==> config.mk <==
export PLATFORM = sky130hd
export DESIGN_NAME = bus_rsp_mux3
export DESIGN_NICKNAME = d
export VERILOG_FILES = /design/src/rtl/bus_rsp_mux3_pkg.sv /design/src/rtl/bus_rsp_mux3.sv
export SDC_FILE = /design/constraint.sdc
export NUM_CORES = 1
export LEC_CHECK = 0
export BUFFER_PORTS_ARGS = -buffer_cell sky130_fd_sc_hd__buf_2
export CORE_MARGIN = 10
export CORE_UTILIZATION = 50
export CTS_BUF_LIST = sky130_fd_sc_hd__clkbuf_16
export DETAILED_ROUTE_END_ITERATION = 6
export PLACE_DENSITY_LB_ADDON = 0.25
export SYNTH_ARGS = -nofsm -noshare
export SYNTH_HDL_FRONTEND = slang
export SYNTH_SLANG_ARGS = --single-unit
==> constraint.sdc <==
create_clock -name clk -period 2.23 [get_ports clk]
set_input_delay 0.446 -clock clk [delete_from_list [all_inputs] [get_ports clk]]
set_output_delay 0.446 -clock clk [all_outputs]
set_load 0.02 [all_outputs]
==> src/rtl/bus_rsp_mux3_pkg.sv <==
// Shared bus definitions: FSM state encoding, slave select codes, default
// transaction sizing and the counter-width helper used by the response mux.
package bus_rsp_mux3_pkg;

    typedef enum logic [1:0] {
        ST_IDLE  = 2'd0,
        ST_ROUTE = 2'd1,
        ST_DRAIN = 2'd2
    } state_t;

    // Same codes the bus address decoder produces for the three slave windows.
    localparam logic [1:0] SEL_S1   = 2'b00;
    localparam logic [1:0] SEL_S2   = 2'b01;
    localparam logic [1:0] SEL_S3   = 2'b10;
    localparam logic [1:0] SEL_NONE = 2'b11;

    localparam int DATA_WIDTH_DEF = 8;
    localparam int TIMEOUT_DEF    = 16;

    // Counters must hold the larger of the two limits without wrapping.
    function automatic int cnt_width(input int dw, input int to);
        int mx;
        mx = (dw > to) ? dw : to;
        return $clog2(mx + 1);
    endfunction

endpackage

==> src/rtl/bus_rsp_mux3.sv <==
// Serial read-response mux: routes one of three slave bit streams back to the
// master for a DATA_WIDTH-bit transaction, with idle timeout and bad-select
// error reporting. All outputs are flop-driven.
//
//  state    | meaning
//  ---------+-----------------------------------------------------------
//  ST_IDLE  | waiting for req_start; sel=11 gives an error pulse
//  ST_ROUTE | forwarding latched slave's bits, counting bits and idle cycles
//  ST_DRAIN | single cycle after the last bit, m_done high
module bus_rsp_mux3
    import bus_rsp_mux3_pkg::*;
#(
    parameter int DATA_WIDTH = DATA_WIDTH_DEF,
    parameter int TIMEOUT    = TIMEOUT_DEF
) (
    input  logic       clk,
    input  logic       rstn,
    input  logic [1:0] sel,
    input  logic       req_start,
    input  logic       s1_rdata,
    input  logic       s2_rdata,
    input  logic       s3_rdata,
    input  logic       s1_rvalid,
    input  logic       s2_rvalid,
    input  logic       s3_rvalid,
    output logic       m_rdata,
    output logic       m_rvalid,
    output logic       m_busy,
    output logic       m_done,
    output logic       m_err
);

    localparam int CW = cnt_width(DATA_WIDTH, TIMEOUT);
    localparam logic [CW-1:0] BITS_LIM = CW'(DATA_WIDTH);
    localparam logic [CW-1:0] IDLE_LIM = CW'(TIMEOUT);

    state_t        r_state;
    logic [1:0]    r_sel_q;
    logic [CW-1:0] r_bit_cnt;
    logic [CW-1:0] r_idle_cnt;
    logic          r_rdata;
    logic          r_rvalid;
    logic          r_busy;
    logic          r_done;
    logic          r_err;

    state_t        w_state_nx;
    logic [1:0]    w_sel_nx;
    logic [CW-1:0] w_bit_nx;
    logic [CW-1:0] w_idle_nx;
    logic          w_rdata_nx;
    logic          w_rvalid_nx;
    logic          w_done_nx;
    logic          w_err_nx;

    logic          w_sl_rdata;
    logic          w_sl_rvalid;
    logic [CW-1:0] w_bit_inc;
    logic [CW-1:0] w_idle_inc;

    // Pick the latched slave's stream; other slaves never reach the outputs.
    always_comb begin
        w_sl_rdata  = 1'b0;
        w_sl_rvalid = 1'b0;
        case (r_sel_q)
            SEL_S1: begin
                w_sl_rdata  = s1_rdata;
                w_sl_rvalid = s1_rvalid;
            end
            SEL_S2: begin
                w_sl_rdata  = s2_rdata;
                w_sl_rvalid = s2_rvalid;
            end
            SEL_S3: begin
                w_sl_rdata  = s3_rdata;
                w_sl_rvalid = s3_rvalid;
            end
            default: begin
                w_sl_rdata  = 1'b0;
                w_sl_rvalid = 1'b0;
            end
        endcase
    end

    // Saturating increments; the FSM leaves ROUTE before either could pass its limit.
    always_comb begin
        w_bit_inc  = (r_bit_cnt  == BITS_LIM) ? r_bit_cnt  : r_bit_cnt  + CW'(1);
        w_idle_inc = (r_idle_cnt == IDLE_LIM) ? r_idle_cnt : r_idle_cnt + CW'(1);
    end

    // Next-state and next-output decode; a selected bit takes priority over timeout.
    always_comb begin
        w_state_nx  = r_state;
        w_sel_nx    = r_sel_q;
        w_bit_nx    = r_bit_cnt;
        w_idle_nx   = r_idle_cnt;
        w_rdata_nx  = 1'b0;
        w_rvalid_nx = 1'b0;
        w_done_nx   = 1'b0;
        w_err_nx    = 1'b0;
        case (r_state)
            ST_IDLE: begin
                if (req_start) begin
                    if (sel == SEL_NONE) begin
                        w_err_nx = 1'b1;
                    end else begin
                        w_sel_nx   = sel;
                        w_bit_nx   = '0;
                        w_idle_nx  = '0;
                        w_state_nx = ST_ROUTE;
                    end
                end
            end
            ST_ROUTE: begin
                w_rdata_nx  = w_sl_rdata;
                w_rvalid_nx = w_sl_rvalid;
                if (w_sl_rvalid) begin
                    w_idle_nx = '0;
                    w_bit_nx  = w_bit_inc;
                    if (w_bit_inc == BITS_LIM) begin
                        w_state_nx = ST_DRAIN;
                        w_done_nx  = 1'b1;
                    end
                end else begin
                    w_idle_nx = w_idle_inc;
                    if (w_idle_inc == IDLE_LIM) begin
                        w_state_nx  = ST_IDLE;
                        w_err_nx    = 1'b1;
                        w_rvalid_nx = 1'b0;
                        w_rdata_nx  = 1'b0;
                    end
                end
            end
            ST_DRAIN: begin
                w_state_nx = ST_IDLE;
            end
            default: begin
                w_state_nx = ST_IDLE;
            end
        endcase
    end

    // State, counters and registered outputs; reset clears everything at once.
    always_ff @(posedge clk or negedge rstn) begin
        if (!rstn) begin
            r_state    <= ST_IDLE;
            r_sel_q    <= SEL_S1;
            r_bit_cnt  <= '0;
            r_idle_cnt <= '0;
            r_rdata    <= 1'b0;
            r_rvalid   <= 1'b0;
            r_busy     <= 1'b0;
            r_done     <= 1'b0;
            r_err      <= 1'b0;
        end else begin
            r_state    <= w_state_nx;
            r_sel_q    <= w_sel_nx;
            r_bit_cnt  <= w_bit_nx;
            r_idle_cnt <= w_idle_nx;
            r_rdata    <= w_rdata_nx;
            r_rvalid   <= w_rvalid_nx;
            r_busy     <= (w_state_nx != ST_IDLE);
            r_done     <= w_done_nx;
            r_err      <= w_err_nx;
        end
    end

    assign m_rdata  = r_rdata;
    assign m_rvalid = r_rvalid;
    assign m_busy   = r_busy;
    assign m_done   = r_done;
    assign m_err    = r_err;

endmodule
## After elaboration in Yosys (flattened, before gate mapping)

Index checks and enable logic that the tools add are counted.
W data, S select, Z words.

| operators by class | value |
|---|---|
| $add $sub $neg | 2 |
| eq/ne operators | 11 |
| mux-type cells | 29 |
| bitwise operators | 1 |
| reduce and logical (&&, ||, !) cells | 7 |

Operators by type and width:

| operator | number |
|---|---|
| $mux W5 | 6 |
| $pmux W5 S2 | 2 |
| $mux W1 | 12 |
| $add A5 B1 Y5 const B | 2 |
| $eq A5 B4 Y1 const B | 2 |
| $eq A5 B5 Y1 const B | 2 |
| $mux W2 | 5 |
| $ne A2 B2 Y1 const B | 3 |
| $pmux W1 S3 | 2 |
| $reduce_and A3 Y1 | 2 |
| $eq A2 B1 Y1 const B | 2 |
| $eq A2 B2 Y1 const B | 2 |
| $logic_not A2 Y1 | 2 |
| $pmux W2 S2 | 1 |
| $reduce_and A4 Y1 | 1 |
| $reduce_bool A2 Y1 | 2 |
| $pmux W1 S2 | 1 |
| $not A1 Y1 | 1 |

| word-level totals | value |
|---|---|
| bits in registers | 19 |
| input bits | 11 |
| output and inout bits | 5 |
| word-level logic and storage cells | 59 |

## Logic depth before layout (Yosys ltp)

Gate-level depths: netlist (run 1).

| logic depth | value |
|---|---|
| depth in word-level cells | 7 |
| mapped depth | 7 |
| depth with buffers taken out | 7 |

## Least setup slack after synthesis (run 1)

Ideal clock, no wire load.

| timing path | value |
|---|---|
| path kind | reg-to-reg |
| start | register r_idle_cnt[0] |
| end | register r_state[0] |
| setup time | 132 ps |
| data arrival time | 1,576 ps |
| data required time | 2,098 ps |
| setup slack | 523 ps |
| stages on the path, launching flop included | 8 |
| path buffers | 0 |
| period minus slack after synthesis | 1,707 ps |
| cell sequence | dfrtp_1 inv_1 ha_1 nand4bb_4 a22o_1 or3_1 nor3_2 o32ai_1 |

| between the ends | value |
|---|---|
| word-level cells in the longest chain between the ends | 6 |
| elaborated cells on any way between the ends | 7 |
| classes of those cells | add/sub: 1; eq/ne: 2; mux: 4 |

Ends and longest elaborated chain:

| item | RTL line | RTL |
|---|---|---|
| from (decl) | bus_rsp_mux3.sv:40 | `logic [CW-1:0] r_idle_cnt;` |
| from (signal assigned) | bus_rsp_mux3.sv:159 | `r_idle_cnt <= w_idle_nx;` |
| $add A5 B1 Y5 or $eq A5 B5 Y1 (tied branches) | bus_rsp_mux3.sv:88 | `w_idle_inc = (r_idle_cnt == IDLE_LIM) ? r_idle_cnt : r_idle_cnt + CW'(1);` |
| $mux W5 (*) | bus_rsp_mux3.sv:88 |  |
| $eq A5 B5 Y1 (*) | bus_rsp_mux3.sv:126 | `if (w_idle_inc == IDLE_LIM) begin` |
| $mux W2 (*) | bus_rsp_mux3.sv:126 |  |
| $mux W2 (*) | bus_rsp_mux3.sv:117 | `if (w_sl_rvalid) begin` |
| $pmux W2 S2 (*) | bus_rsp_mux3.sv:101 | `case (r_state)` |
| via w_state_nx[0] | bus_rsp_mux3.sv:47 | `state_t w_state_nx;` |
| to (signal assigned) | bus_rsp_mux3.sv:156 | `r_state <= w_state_nx;` |
| to (decl) | bus_rsp_mux3.sv:37 | `state_t r_state;` |

The timed path passes the listed nets; every way through them passes the cells marked *.
A chain may end at the register's enable or synchronous reset.

## Worst setup path in the final report (run 1)

Same ends and word-level chain as after synthesis.

==> impl_metrics.yaml, run 1 <==
cts:
  cts.sinks: 19
  path_clk_slew_ns: 0.05
  cts_setup_buffers: 0
  root_buffer: "clkbuf_16"
  cts_resized: 0
  clock_latency_ns: 0.25
  clk_path_buf_depth: 2
  numCtsBuffers: 3
  cts_hold_buffers: 0
  cts_max_level: 1
  cts_tree: "built"
placed_design:
  gp_congestion: 0.959
  port_buffers: 15
  post-dp-hpwl_mm: 1.73
critical_path:
  cp_slowest_stage_delay_ns: 0.45
  critPathMaxFanout: 7
  worst-path-buf-inv: 1
  worst_setup_path_start_kind: "flop"
  crit_required_ns: 2.35
  cpLargestDelayFamily: "simple AND/OR/NAND/NOR gates"
  cp.arrival_ns: 2.02
  worst_path_max_delay_cell: "dfrtp_1"
  crit_path_end_kind: "flop"
  crit_type: "reg2reg"
  crit_chain: "inv_1 -> ha_1 -> nand4bb_4 -> a22o_1 -> or3_1 -> nor3_2 -> o32ai_1"
yosys:
  yosys-top-cells-area: "dfrtp_1, ha_1, nand2_1, xnor2_1, nor2_1"
  synthMuxAreaShare: 0.0354
  netlist.area_leader.share: 0.408
  ys_seq_area_frac: 0.408
  synth_xor_area_frac: 0.0376
  synth_edf_count: 0
  ys_async_sr_fraction: 1.00
  synthDistinctLibCells: 44
  ys.flop_type: "dfrtp_1"
  synth_area_per_cell_um2: 9.97
  yosysTopAreaCell: "dfrtp_1"
  synth-seq-cells: 19
  synthAdderAreaFrac: 0.0429
  synth_fp_nets: 132
  synth_compound_area_frac: 0.174
  yosys_warnings: 0
  synthSimpleGateAreaFrac: 0.253
  syn_area_mm2: 0.00117
  synth_cells: 117
  synth_top_family_by_area: "simple AND/OR/NAND/NOR gates"
drt:
  wl_met3_um: 119
  drt_drc_violations_left: 0
  wl_met2_mm: 1.09
  drt_iter0_markers: 47
  wl_per_cell_um: 13.9
  ant_nets: 0
  drt-total-wl_mm: 2.23
  vias_per_cell: 5.53
  wirelength_met1_um: 987
  via_count: 884
  drt_pass1_iterations: 4
  topRoutingLayerUsed: "met4"
power:
  p_leak_nw: 0.608
  peakVddDrop_mv: 0.762
  finalPower_mw: 1.74
  cellPowerDensity_mw_per_mm2: 1310
timing:
  rsz0062_at_grt: "false"
  max_freq_ghz: 0.526
  hold_violations: 0
  skew_ns: 0.00218
  min_period_ns: 1.90
  finalMaxSlewViolations: 0
  relSlewSlack: 0.683
  fin_crit_sh: 0.853
  worst_pin_slew_ns: 0.473
  setup_viol: 0
  fin_setup_tns_ns: 0
floorplanning:
  die_w_um: 68.3
  core_area_mm2: 0.00221
  dieHeight_um: 68.3
  ios: 16
  die_area_mm2: 0.00466
  rows: 17
  initial_core_util: 0.527
cells_and_area:
  drive_gt1_frac: 0.242
  nets: 148
  area_growth_pct: 13.6
  final_cell_mix: "dfrtp_1, buf_2, nand2_1"
  regArea_um2: 475
  final_common_cell: "dfrtp_1"
  n_fill_cell: 201
  multiInputGateArea_um2: 633
  antenna_cells: 0
grt:
  grt_pass1_wl_mm: 3.90
  antenna_found_initial: 0
  overflow: 0
  grt_pass1_vias: 915
  grt_use_total: 0.106
  grt_max_degree: 20
hold_path:
  min_path_type: "in2async"
run:
  maxCapViolations: 0
outcome:
  outcome: "complete, no violations"
routing by layer:
layer | vias to the layer above | GRT usage
met5 | - | 0
met4 | 0 | 0.0477
met3 | 3 | 0.0228
met2 | 18 | 0.193
met1 | 413 | 0.115
li1 | 450 | -
stage by stage:
stage | hold slack, ns | cells | instance area [um2] | utilization | setup WS, ns
after floorplan | 0.150 | 117 | 1170 | - | 0.523
after global placement | 0.407 | 156 | 1240 | 0.563 | 0.385
after detailed placement | 0.411 | 156 | 1240 | 0.563 | 0.339
after CTS | 0.140 | 160 | 1330 | 0.599 | 0.331
after global routing | 0.155 | 160 | 1330 | 0.599 | 0.204
final | 0.122 | 160 | 1330 | 0.599 | 0.328
sequential cells by signal (all words and copies together), names as in the netlist:
register    flops
r_bit_cnt       5
r_idle_cnt      5
r_sel_q         2
r_state         2
m_busy          1
m_done          1
m_err           1
m_rdata         1
m_rvalid        1
power breakdown:
| part | internal, mW | switching, mW | total, mW |
|---|---|---|---|
| registers | 0.468 | 0.169 | 0.636 |
| logic | 0.355 | 0.377 | 0.732 |
| clock network | 0.240 | 0.129 | 0.369 |
cell families (layout without fill, tap and decap cells):
family | Yosys count | in the layout
buffers and inverters | 11 | 26
AO/OA/AOI/OAI | 27 | 27
adder cells (fa/ha/maj) | 4 | 4
multiplexers | 4 | 4
flip-flops | 19 | 19
AND/OR/NAND/NOR | 47 | 47
XOR/XNOR | 5 | 5
cell usage after synthesis (2+ instances only):
cell	instances
dfrtp_1	19
nand2_1	10
nor2_1	9
inv_1	7
ha_1	4
nand3_1	4
nand3b_1	4
o21ai_0	4
xnor2_1	4
a21o_1	3
a21oi_1	3
a22o_2	3
mux2i_1	3
nor2b_1	3
nor3_1	3
a22o_1	2
and2_1	2
buf_4	2
nor3_2	2
o22ai_1	2
worst paths after layout:
check / startpoint / to / slack, ns / cells past startpoint
hold / removal: rstn / m_busy / 0.12 / 1
max in group asynchronous: rstn / r_bit_cnt[2] / 1.82 / 1
hold reg to reg: r_state[0] / m_busy / 0.54 / 1
min in group clk: sel[0] / r_sel_q[0] / 0.46 / 3
setup reg to reg: r_idle_cnt[0] / r_state[0] / 0.33 / 7
setup / recovery: r_idle_cnt[0] / r_state[0] / 0.33 / 7
final cells by class:
type | count | area share
well taps | 28 | 0.0264
clock buffers | 3 | 0.0567
clock inverters | 1 | 0.00378
repair buffers | 15 | 0.0567
multi-input cells | 87 | 0.478
inverters | 7 | 0.0198
flip-flops and latches | 19 | 0.359
Note: power is estimated with default switching activity, not from simulation.
==> run 2, diff against run 1 <==
--- a/config.mk
+++ b/config.mk
@@ -7,7 +7,7 @@
 export LEC_CHECK = 0
 export BUFFER_PORTS_ARGS = -buffer_cell sky130_fd_sc_hd__buf_2
 export CORE_MARGIN = 10
-export CORE_UTILIZATION = 50
+export CORE_UTILIZATION = 55
 export CTS_BUF_LIST = sky130_fd_sc_hd__clkbuf_16
 export DETAILED_ROUTE_END_ITERATION = 6
 export PLACE_DENSITY_LB_ADDON = 0.25
==> run 2 against run 1 <==
Compared with the run above:
- register-to-register slack about the same
- cell count down 0.63%
- first-iteration DRC count grew 120%
- combinational power increased by 2%
- largest cell class unchanged
- sequential share of layout area about the same
- cell area barely moved
- power grew 0.86%
- hold slack better by 0.0050 ns
==> impl_metrics.yaml, run 2 (synthesized netlist as in run 1, its figures left out) <==
critical_path:
  reg2reg_from: "r_idle_cnt[0]"
  cp.arrival_ns: 2.02
  crit_type: "reg2reg"
  rrSetupSlack_ns: 0.33
  critPathMaxFanout: 7
  crit_required_ns: 2.35
  crit_path_end_kind: "flop"
  crit_start: "r_idle_cnt[0]"
  worst_setup_path_start_kind: "flop"
grt:
  overflow: 0
  grt_pass1_vias: 940
  antenna_found_initial: 0
  grt_use_total: 0.120
  grt_pass1_wl_mm: 4.15
  grt_max_degree: 20
cells_and_area:
  drive_gt1_frac: 0.242
  post-route-util: 0.668
  nets: 148
  area_growth_pct: 13.5
  regArea_um2: 475
  multiInputGateArea_um2: 633
  final_cell_mix: "dfrtp_1, buf_2, nand2_1"
  antenna_cells: 0
  final_common_cell: "dfrtp_1"
  top_regs: "r_bit_cnt x5, r_idle_cnt x5"
  n_fill_cell: 154
power:
  p_leak_nw: 0.608
  peakVddDrop_mv: 0.861
  cellPowerDensity_mw_per_mm2: 1320
timing:
  max_freq_ghz: 0.526
  setup_viol: 0
  relSlewSlack: 0.699
  min_period_ns: 1.90
  finalMaxSlewViolations: 0
  rsz0062_at_grt: "false"
  hold_violations: 0
  skew_ns: 0.00240
  fin_crit_sh: 0.853
  worst_pin_slew_ns: 0.450
  fin_setup_tns_ns: 0
floorplanning:
  ios: 16
  rows: 16
  core_area_mm2: 0.00198
  dieHeight_um: 66.0
  initial_core_util: 0.588
  die_w_um: 66.0
  die_area_mm2: 0.00436
drt:
  vias_per_cell: 5.77
  drt_iter0_markers: 104
  ant_nets: 0
  via_count: 918
  wl_per_cell_um: 15.0
  drt_pass1_iterations: 4
  drt-total-wl_mm: 2.39
  drt_drc_violations_left: 0
cts:
  cts_resized: 0
  path_clk_slew_ns: 0.05
  cts_tree: "built"
  cts_hold_buffers: 0
  cts_setup_buffers: 0
  cts_max_level: 1
  clk_path_buf_depth: 2
  cts.sinks: 19
  numCtsBuffers: 3
  clock_latency_ns: 0.25
  root_buffer: "clkbuf_16"
hold_path:
  min_path_type: "in2async"
placed_design:
  gp_congestion: 0.895
  post-dp-hpwl_mm: 1.85
  port_buffers: 15
run:
  maxCapViolations: 0
outcome:
  outcome: "complete, no violations"
[run 2: cell counts in the layout (fill, tap and decap cells not counted)]
No cell type changed its count.
[run 2: routing by layer]
metal,track usage,wire (um),vias up
li1,-,-,454
met1,0.131,1020,444
met2,0.216,1270,13
met3,0.0271,54,7
met4,0.0497,39,0
met5,0,0,-
[run 2: path summary, 6_finish.rpt]
| kind | depth (start not counted) | endpoint |
|---|---|---|
| worst min register to register | 1 | m_busy |
| worst min-delay path | 1 | r_sel_q[1] |
| max in group asynchronous | 1 | r_idle_cnt[2] |
| worst max-delay path | 7 | r_state[0] |
| min in group clk | 3 | r_sel_q[1] |
| worst max register to register | 7 | r_state[0] |
[run 2: per-stage QoR]
stage / hold WS [ns] / setup slack (ns) / power [mW] / instances / instance area [um2]
3_3_place_gp: 0.400 / 0.379 / 1.35 / 155 / 1240
5_1_grt: 0.155 / 0.209 / 1.88 / 159 / 1320
2_1_floorplan: 0.150 / 0.523 / 1.21 / 117 / 1170
6_report: 0.127 / 0.329 / 1.75 / 159 / 1320
3_5_place_dp: 0.404 / 0.358 / 1.39 / 155 / 1240
4_1_cts: 0.138 / 0.338 / 1.76 / 159 / 1320
[run 2: critical path, cell delays in order, from the launching register on]
cell       delay, ns
dfrtp_1         0.44
inv_1           0.09
ha_1            0.26
nand4bb_4       0.13
a22o_1          0.21
or3_1           0.32
nor3_2          0.19
o32ai_1         0.12
[run 2: area by class of cell]
type                            count  share of cell area
Clock buffer                        3              0.0567
Clock inverter                      1             0.00378
Inverter                            7              0.0198
Multi-Input combinational cell     87               0.478
Sequential cell                    19               0.359
Tap cell                           27              0.0255
Timing Repair Buffer               15              0.0567
[run 2: power by group]
part	total, mW	internal, mW	switching [mW]
clock	0.364	0.240	0.124
combinational	0.750	0.355	0.396
sequential	0.638	0.468	0.170
